`src/rtl/pdp8_pkg.sv`:
```
// Shared PDP-8 definitions: widths, decoded memory-reference opcode, execute-stage
// state/opcode enums and small routing helpers.
package pdp8_pkg;

    localparam int ADDR_WIDTH = 12;
    localparam int DATA_WIDTH = 12;

    localparam logic [ADDR_WIDTH-1:0] START_ADDRESS = 12'o0200;
    localparam logic [ADDR_WIDTH-1:0] AUTO_INDEX_LO = 12'o0010;
    localparam logic [ADDR_WIDTH-1:0] AUTO_INDEX_HI = 12'o0017;

    typedef struct packed {
        logic       AND;
        logic       TAD;
        logic       ISZ;
        logic       DCA;
        logic       JMS;
        logic       JMP;
        logic [8:0] mem_inst_addr;
    } pdp_mem_opcode_s;

    typedef enum logic [2:0] {
        IDLE,
        IND_REQ,
        IND_WAIT,
        AUTO_WR,
        OP_REQ,
        OP_WAIT,
        WRITE,
        DONE
    } exec_memref_state_e;

    typedef enum logic [2:0] {
        OP_AND,
        OP_TAD,
        OP_ISZ,
        OP_DCA,
        OP_JMS,
        OP_JMP
    } mem_op_e;

    // Priority AND > TAD > ISZ > DCA > JMS > JMP when several flags arrive together.
    function automatic mem_op_e pick_op(input pdp_mem_opcode_s op);
        if (op.AND)      return OP_AND;
        else if (op.TAD) return OP_TAD;
        else if (op.ISZ) return OP_ISZ;
        else if (op.DCA) return OP_DCA;
        else if (op.JMS) return OP_JMS;
        else             return OP_JMP;
    endfunction

    function automatic logic [5:0] op_flags(input pdp_mem_opcode_s op);
        return {op.AND, op.TAD, op.ISZ, op.DCA, op.JMS, op.JMP};
    endfunction

    function automatic logic multi_flag(input pdp_mem_opcode_s op);
        logic [5:0] f;
        f = op_flags(op);
        return (f & (f - 6'd1)) != 6'd0;
    endfunction

    // First state after the effective address is final (no more indirection).
    function automatic exec_memref_state_e route_state(input mem_op_e op);
        case (op)
            OP_AND, OP_TAD, OP_ISZ: return OP_REQ;
            OP_DCA, OP_JMS:         return WRITE;
            default:                return DONE;
        endcase
    endfunction

endpackage

```
`src/rtl/exec_memref_unit_if.sv`:
```
// Memory port of the memory-reference execute stage: one-cycle read strobe with
// data back MEM_LAT cycles later, and a fire-and-forget write strobe.
interface exec_memref_unit_if;
    import pdp8_pkg::*;

    logic                  exec_rd_req;
    logic [ADDR_WIDTH-1:0] exec_rd_addr;
    logic [DATA_WIDTH-1:0] exec_rd_data;
    logic                  exec_wr_req;
    logic [ADDR_WIDTH-1:0] exec_wr_addr;
    logic [DATA_WIDTH-1:0] exec_wr_data;

    modport master (
        output exec_rd_req,
        output exec_rd_addr,
        input  exec_rd_data,
        output exec_wr_req,
        output exec_wr_addr,
        output exec_wr_data
    );

    modport slave (
        input  exec_rd_req,
        input  exec_rd_addr,
        output exec_rd_data,
        input  exec_wr_req,
        input  exec_wr_addr,
        input  exec_wr_data
    );

endinterface

```
`src/rtl/exec_memref_unit_ea_calc.sv`:
```
// Effective-address former: page-zero or current-page addressing from {I, P, offset},
// plus a flag telling whether the address lies in the auto-index window.
module ea_calc
    import pdp8_pkg::*;
(
    input  logic [8:0]            mem_inst_addr,
    input  logic [ADDR_WIDTH-1:0] base_addr,
    output logic [ADDR_WIDTH-1:0] ea,
    output logic                  is_auto_index
);

    logic [ADDR_WIDTH-1:0] page_base;
    logic [ADDR_WIDTH-1:0] offset_addr;

    assign page_base   = base_addr & 12'o7600;
    assign offset_addr = {5'b0, mem_inst_addr[6:0]};

    always_comb begin
        ea            = mem_inst_addr[7] ? (page_base | offset_addr) : offset_addr;
        is_auto_index = (ea >= AUTO_INDEX_LO) && (ea <= AUTO_INDEX_HI);
    end

endmodule

```
`src/rtl/exec_memref_unit.sv`:
```
// Memory-reference execute stage (AND/TAD/ISZ/DCA/JMS/JMP) owning AC, Link and PC.
// Define PDP8_AUTO_INDEX_EN to enable pre-increment through locations 0010-0017.
module exec_memref_unit
    import pdp8_pkg::*;
#(
    parameter int MEM_LAT = 1
) (
    input  logic                     clk,
    input  logic                     reset,
    input  logic                     dec_valid,
    input  pdp_mem_opcode_s          pdp_mem_opcode,
    input  logic [ADDR_WIDTH-1:0]    base_addr,
    output logic                     stall,
    output logic [ADDR_WIDTH-1:0]    PC_value,
    exec_memref_unit_if.master       mem,
    output logic [DATA_WIDTH-1:0]    acc,
    output logic                     link,
    output logic                     err_multi
);

    generate
        if (MEM_LAT != 1) begin : g_mem_lat_check
            $error("exec_memref_unit: only MEM_LAT = 1 is supported");
        end
    endgenerate

`ifdef PDP8_AUTO_INDEX_EN
    localparam bit AUTO_INDEX_EN = 1'b1;
`else
    localparam bit AUTO_INDEX_EN = 1'b0;
`endif

    exec_memref_state_e state;
    exec_memref_state_e next_state;

    mem_op_e               op_q;
    logic [ADDR_WIDTH-1:0] ea_q;
    logic [ADDR_WIDTH-1:0] ind_addr_q;
    logic [ADDR_WIDTH-1:0] base_q;
    logic [DATA_WIDTH-1:0] tmp_q;
    logic                  auto_q;

    logic [ADDR_WIDTH-1:0] ea_in;
    logic                  auto_in;
    logic                  accept;
    logic [DATA_WIDTH:0]   tad_sum;

    ea_calc u_ea_calc (
        .mem_inst_addr (pdp_mem_opcode.mem_inst_addr),
        .base_addr     (base_addr),
        .ea            (ea_in),
        .is_auto_index (auto_in)
    );

    assign accept  = (state == IDLE) && dec_valid && (op_flags(pdp_mem_opcode) != 6'd0);
    assign tad_sum = {1'b0, acc} + {1'b0, mem.exec_rd_data};
    assign stall   = (state != IDLE);

    always_ff @(posedge clk) begin
        if (reset) begin
            state <= IDLE;
        end else begin
            state <= next_state;
        end
    end

    // Strobes are decoded from the registered state so a read and a write can never coincide.
    always_comb begin
        next_state        = state;
        mem.exec_rd_req   = 1'b0;
        mem.exec_rd_addr  = ea_q;
        mem.exec_wr_req   = 1'b0;
        mem.exec_wr_addr  = ea_q;
        mem.exec_wr_data  = '0;
        case (state)
            IDLE: begin
                if (accept) begin
                    next_state = pdp_mem_opcode.mem_inst_addr[8] ? IND_REQ
                                                                 : route_state(pick_op(pdp_mem_opcode));
                end
            end
            IND_REQ: begin
                mem.exec_rd_req = 1'b1;
                next_state      = IND_WAIT;
            end
            IND_WAIT: begin
                next_state = (AUTO_INDEX_EN && auto_q) ? AUTO_WR : route_state(op_q);
            end
            AUTO_WR: begin
                mem.exec_wr_req  = 1'b1;
                mem.exec_wr_addr = ind_addr_q;
                mem.exec_wr_data = ea_q;
                next_state       = route_state(op_q);
            end
            OP_REQ: begin
                mem.exec_rd_req = 1'b1;
                next_state      = OP_WAIT;
            end
            OP_WAIT: begin
                next_state = (op_q == OP_ISZ) ? WRITE : DONE;
            end
            WRITE: begin
                mem.exec_wr_req = 1'b1;
                case (op_q)
                    OP_DCA:  mem.exec_wr_data = acc;
                    OP_ISZ:  mem.exec_wr_data = tmp_q;
                    OP_JMS:  mem.exec_wr_data = base_q + ADDR_WIDTH'(1);
                    default: mem.exec_wr_data = '0;
                endcase
                next_state = DONE;
            end
            DONE: begin
                next_state = IDLE;
            end
            default: begin
                next_state = IDLE;
            end
        endcase
    end

    // Architectural registers and per-instruction context; a reset mid-read simply drops the data.
    always_ff @(posedge clk) begin
        if (reset) begin
            acc        <= '0;
            link       <= 1'b0;
            err_multi  <= 1'b0;
            PC_value   <= START_ADDRESS;
            op_q       <= OP_JMP;
            ea_q       <= '0;
            ind_addr_q <= '0;
            base_q     <= '0;
            tmp_q      <= '0;
            auto_q     <= 1'b0;
        end else begin
            case (state)
                IDLE: begin
                    if (accept) begin
                        op_q       <= pick_op(pdp_mem_opcode);
                        ea_q       <= ea_in;
                        ind_addr_q <= ea_in;
                        auto_q     <= auto_in;
                        base_q     <= base_addr;
                        if (multi_flag(pdp_mem_opcode)) begin
                            err_multi <= 1'b1;
                        end
                    end
                end
                IND_WAIT: begin
                    if (AUTO_INDEX_EN && auto_q) begin
                        ea_q <= mem.exec_rd_data + DATA_WIDTH'(1);
                    end else begin
                        ea_q <= mem.exec_rd_data;
                    end
                end
                OP_WAIT: begin
                    case (op_q)
                        OP_AND: acc <= acc & mem.exec_rd_data;
                        OP_TAD: begin
                            acc  <= tad_sum[DATA_WIDTH-1:0];
                            link <= link ^ tad_sum[DATA_WIDTH];
                        end
                        OP_ISZ: tmp_q <= mem.exec_rd_data + DATA_WIDTH'(1);
                        default: ;
                    endcase
                end
                WRITE: begin
                    if (op_q == OP_DCA) begin
                        acc <= '0;
                    end
                end
                DONE: begin
                    case (op_q)
                        OP_JMP:  PC_value <= ea_q;
                        OP_JMS:  PC_value <= ea_q + ADDR_WIDTH'(1);
                        OP_ISZ:  PC_value <= (tmp_q == '0) ? base_q + ADDR_WIDTH'(2)
                                                           : base_q + ADDR_WIDTH'(1);
                        default: PC_value <= base_q + ADDR_WIDTH'(1);
                    endcase
                end
                default: ;
            endcase
        end
    end

endmodule

```
`src/flat_wrapper.sv`:
```
// flat-port wrapper written by rule: the top's interface ports become plain ports
module exec_memref_unit_flat import pdp8_pkg::*;
#(
    parameter int MEM_LAT = 1
)
  (clk, reset, dec_valid, pdp_mem_opcode, base_addr, stall, PC_value, acc, link, err_multi, mem_exec_rd_req, mem_exec_rd_addr, mem_exec_rd_data, mem_exec_wr_req, mem_exec_wr_addr, mem_exec_wr_data);
  exec_memref_unit_if mem_i ();
  input  logic clk;
  input  logic reset;
  input  logic dec_valid;
  input  pdp_mem_opcode_s pdp_mem_opcode;
  input  logic [ADDR_WIDTH-1:0] base_addr;
  output logic stall;
  output logic [ADDR_WIDTH-1:0] PC_value;
  output logic [DATA_WIDTH-1:0] acc;
  output logic link;
  output logic err_multi;
  output wire logic [$bits(mem_i.exec_rd_req)-1:0] mem_exec_rd_req;
  output wire logic [$bits(mem_i.exec_rd_addr)-1:0] mem_exec_rd_addr;
  input wire logic [$bits(mem_i.exec_rd_data)-1:0] mem_exec_rd_data;
  output wire logic [$bits(mem_i.exec_wr_req)-1:0] mem_exec_wr_req;
  output wire logic [$bits(mem_i.exec_wr_addr)-1:0] mem_exec_wr_addr;
  output wire logic [$bits(mem_i.exec_wr_data)-1:0] mem_exec_wr_data;
  assign mem_exec_rd_req = mem_i.exec_rd_req;
  assign mem_exec_rd_addr = mem_i.exec_rd_addr;
  assign mem_i.exec_rd_data = mem_exec_rd_data;
  assign mem_exec_wr_req = mem_i.exec_wr_req;
  assign mem_exec_wr_addr = mem_i.exec_wr_addr;
  assign mem_exec_wr_data = mem_i.exec_wr_data;
  exec_memref_unit #(.MEM_LAT(MEM_LAT)) u_core (.clk(clk), .reset(reset), .dec_valid(dec_valid), .pdp_mem_opcode(pdp_mem_opcode), .base_addr(base_addr), .stall(stall), .PC_value(PC_value), .mem(mem_i), .acc(acc), .link(link), .err_multi(err_multi));
endmodule
```
`config.mk`:
```
export PLATFORM = sky130hd
export DESIGN_NAME = exec_memref_unit_flat
export DESIGN_NICKNAME = d
export VERILOG_FILES = /design/src/rtl/pdp8_pkg.sv /design/src/rtl/exec_memref_unit_if.sv /design/src/rtl/exec_memref_unit_ea_calc.sv /design/src/rtl/exec_memref_unit.sv /design/src/flat_wrapper.sv
export SDC_FILE = /design/constraint.sdc
export NUM_CORES = 1
export LEC_CHECK = 0
export CAP_MARGIN = 40
export CORE_MARGIN = 8
export CORE_UTILIZATION = 65
export CTS_BUF_LIST = sky130_fd_sc_hd__clkbuf_8 sky130_fd_sc_hd__clkbuf_16
export DETAILED_ROUTE_END_ITERATION = 10
export DONT_BUFFER_PORTS = 1
export PLACE_DENSITY = 0.9
export SLEW_MARGIN = 20
export SYNTH_ARGS = -nofsm -noshare
export SYNTH_HDL_FRONTEND = slang
export SYNTH_SLANG_ARGS = --single-unit
```
`constraint.sdc`:
```
create_clock -name clk -period 3.1 [get_ports clk]
set_clock_uncertainty 0.2 [all_clocks]
set_input_delay 0.62 -clock clk [delete_from_list [all_inputs] [get_ports clk]]
set_output_delay 0.62 -clock clk [all_outputs]
set_load 0.02 [all_outputs]
```
==> impl_metrics.tcl <==
set metrics [dict create \
    fmax_mhz 332 \
    dp_slack_ns 0.366 \
    synth_nets 763 \
    period_share_pct 97.1 \
    muxShareOfSynthArea_pct 3.06 \
    drt-pass1-iter-count 7 \
    cp.required_ns 2.28 \
    p_leak_nw 2.02 \
    status "finished clean" \
    r2r-start "u_core.acc[1]" \
    cp_top_family "simple AND/OR/NAND/NOR gates" \
    end_kind "primary output" \
    grt_pass1_vias 5009 \
    drt_iter0_drc 562 \
    nFillCells 676 \
    avgSynthCellArea_um2 7.61 \
    rsz0062_at_grt "false" \
    rr_endpoint "u_core.acc[11]" \
    dieArea_um2 11400 \
    multiInputGateArea_um2 3510 \
    arrival_ns 2.19 \
    antenna_found_initial 0 \
    remaining_drc_errors 0 \
    synthArstFlopShare_pct 0 \
    powerDensity_nw_per_um2 558 \
    drive_gt1_share_pct 12.6 \
    syn_inst 704 \
    grt_pass1_wl_um 27400 \
    cts.clk_slew.worst_paths_ns 0.10 \
    final-max-slew-violation-count 0 \
    nets 762 \
    area_delta_synth_final_pct 8.47 \
    cts_hold_buffers 0 \
    place_area_um2 5550 \
    ys_seq_elements 80 \
    synth_xor_area_share_pct 5.23 \
    gp_congestion 1.03 \
    wl_um 18400 \
    layout_setup_ws_ns 0.0899 \
    synthDistinctLibCells 68 \
    slew_headroom_pct 47.2 \
    min-delay-path-class "in2reg" \
    seq_area_um2 1610 \
    synth_edf_count 0 \
    synth-simple-area-share_pct 24.9 \
    vias_per_cell 6.93 \
    io_buffer_count 0 \
    maxCapViolations 0 \
    synth-adder-area-share_pct 4.30 \
    start_kind "register" \
    cpMaxStageDelayCell "dfxtp_2" \
    synth_area_um2 5360 \
    root_buffer "clkbuf_8" \
    die_h_um 107 \
    route.antenna.remaining_nets 0 \
    setup-tns-final_ns 0 \
    clockBufferDepth 2 \
    crit_buf_inv 1 \
    pin_count 107 \
    synth-main-ff-cell "dfxtp_1" \
    synth_warnings 0 \
    numClockSinks 80 \
    wl_per_cell_um 22.7 \
    worst-setup-path-type "reg2out" \
    vias 5635 \
    final-hold-violation-count 0 \
    dieWidth_um 107 \
    synth_area_leaders "dfxtp_1 (30%), nand2_1 (7.0%), a21oi_1 (4.8%), a22oi_1 (4.8%), o21ai_0 (4.3%)" \
    yosysTopAreaCell "dfxtp_1" \
    r2r_setup_slack_ns 0.43 \
    tritoncts.num_buffers 9 \
    overflow 0 \
    tightest_slew_ns 0.791 \
    clk_latency_ns 0.36 \
    cts_tree "built" \
    fin_util_pct 71.8 \
    row_count 33 \
    design_area_um2 5810 \
    setup_viol 0 \
    ys_seq_area_share_pct 29.9 \
    grt_start_max_net_pins 83 \
    worstPathMaxFanout 13 \
    worstPathCellList "nor2b_1 > o211ai_1 > or2_2 > o21ai_0 > buf_4" \
    coreArea_um2 8090 \
    crit_cells 5 \
    htreeDepth 3 \
    dp_hpwl_um 13800 \
    period_needed_ns 3.01 \
    grtUsageTotal_pct 30.3 \
    synth_top_family_by_area "compound AO/OA/AOI/OAI gates" \
    hold-path-cell-count 1 \
    r2r_cells 6 \
    vdd_drop_max_uv 523 \
    hold_start "reset" \
    start_util_pct 66.2 \
    synth_compound_area_share_pct 27.5 \
    holdPathEnd "u_core.acc[6]" \
    yosysTopAreaCellShare_pct 29.9 \
    n_antenna_cell 0 \
    slowest_delay_ns 0.39 \
]
## timing repair
action                                  4_1_cts  5_1_grt
gates cloned                                  0        0
pin swaps                                     0        2
endpoints found under the setup margin        1       19
resized for setup                             0       11
buffers inserted                              0        3
## worst max-delay path by stage
| stage | start | end | slack [ns] |
|---|---|---|---|
| floorplan | u_core.op_q[2] | mem_exec_wr_data[5] | 0.39 |
| global placement | u_core.base_q[2] | mem_exec_wr_data[11] | 0.41 |
| detailed placement | u_core.base_q[1] | mem_exec_wr_data[4] | 0.37 |
| CTS | u_core.base_q[1] | mem_exec_wr_data[4] | -0.03 |
| global route | u_core.state[1] | mem_exec_wr_data[6] | 0.02 |
| finish | u_core.op_q[2] | mem_exec_wr_data[6] | 0.09 |
## worst register-to-register path: stages (launching register included)
cell and delay (ns):
dfxtp_1 0.59, ha_1 0.33, a211oi_1 0.44, o21ai_0 0.31, a311oi_1 0.44, nand4b_1 0.16, o221ai_1 0.12
## routing by layer
layer	wire (um)	global-route usage [%]
met5	0	0
met1	7160	37.1
met2	8770	48.8
met4	726	13.0
met3	1770	8.40
## cells in the mapped netlist (13+ instances only)
master	count
a31oi_1	14
nor2_1	55
a22oi_1	34
o21ai_0	46
dfxtp_1	80
a211oi_1	18
nor3_1	15
nand2_1	100
a21oi_1	51
nand4_1	14
inv_1	13
nand3_1	24
xnor2_1	16
ha_1	16
xor2_1	16
clkbuf_1	38
## power breakdown
group          leakage, nW  internal [W]  switching (W)
combinational         1.27      0.000384       0.000666
clock                0.103      0.000388       0.000446
sequential           0.652       0.00114       0.000222
total                 2.02       0.00191        0.00133
## metrics by stage
step | hold slack (ns) | power, W | cells
2_1_floorplan | 0.233 | 0.00212 | 704
3_3_place_gp | 0.234 | 0.00236 | 794
3_5_place_dp | 0.241 | 0.00239 | 794
4_1_cts | 0.121 | 0.00320 | 810
5_1_grt | 0.105 | 0.00338 | 813
6_report | 0.128 | 0.00324 | 813
## cell type report
class	instances	area share, %
inverter	13	0.839
multi-input combinational	560	60.4
clock buffer	9	2.13
tap	105	2.26
clock inverter	7	1.44
sequential	80	27.7
timing repair buffer	39	5.25
## cells in the final DEF, fill, tap and decap left out, drive strengths merged, types with 14 or more instances in the layout
cell type,Yosys,final
xor2,16,16
nand2,100,100
nand4,14,14
a211oi,18,18
inv,13,17
a31oi,14,14
dfxtp,80,80
xnor2,16,16
nor2,56,56
buf,13,39
a22oi,34,34
nand3,24,24
a21oi,51,51
nor3,15,15
ha,16,16
o21ai,46,46
## kinds of logic after synthesis
family | after synthesis
AOI/OAI and AO/OA | 225
xor gates and xnor gates | 32
adders and majority gates | 18
buffers and inverters | 64
DFF | 80
muxes | 15
and+or+nand+nor | 270
## registers in the layout (all words and copies together) (netlist names)
signal / cells
u_core.mem.exec_rd_addr: 12
u_core.tmp_q: 12
u_core.ind_addr_q: 12
u_core.acc: 12
u_core.base_q: 12
u_core.link: 1
u_core.state: 3
u_core.op_q: 3
u_core.PC_value: 12
u_core.err_multi: 1
(Power assumes the default switching activity.)
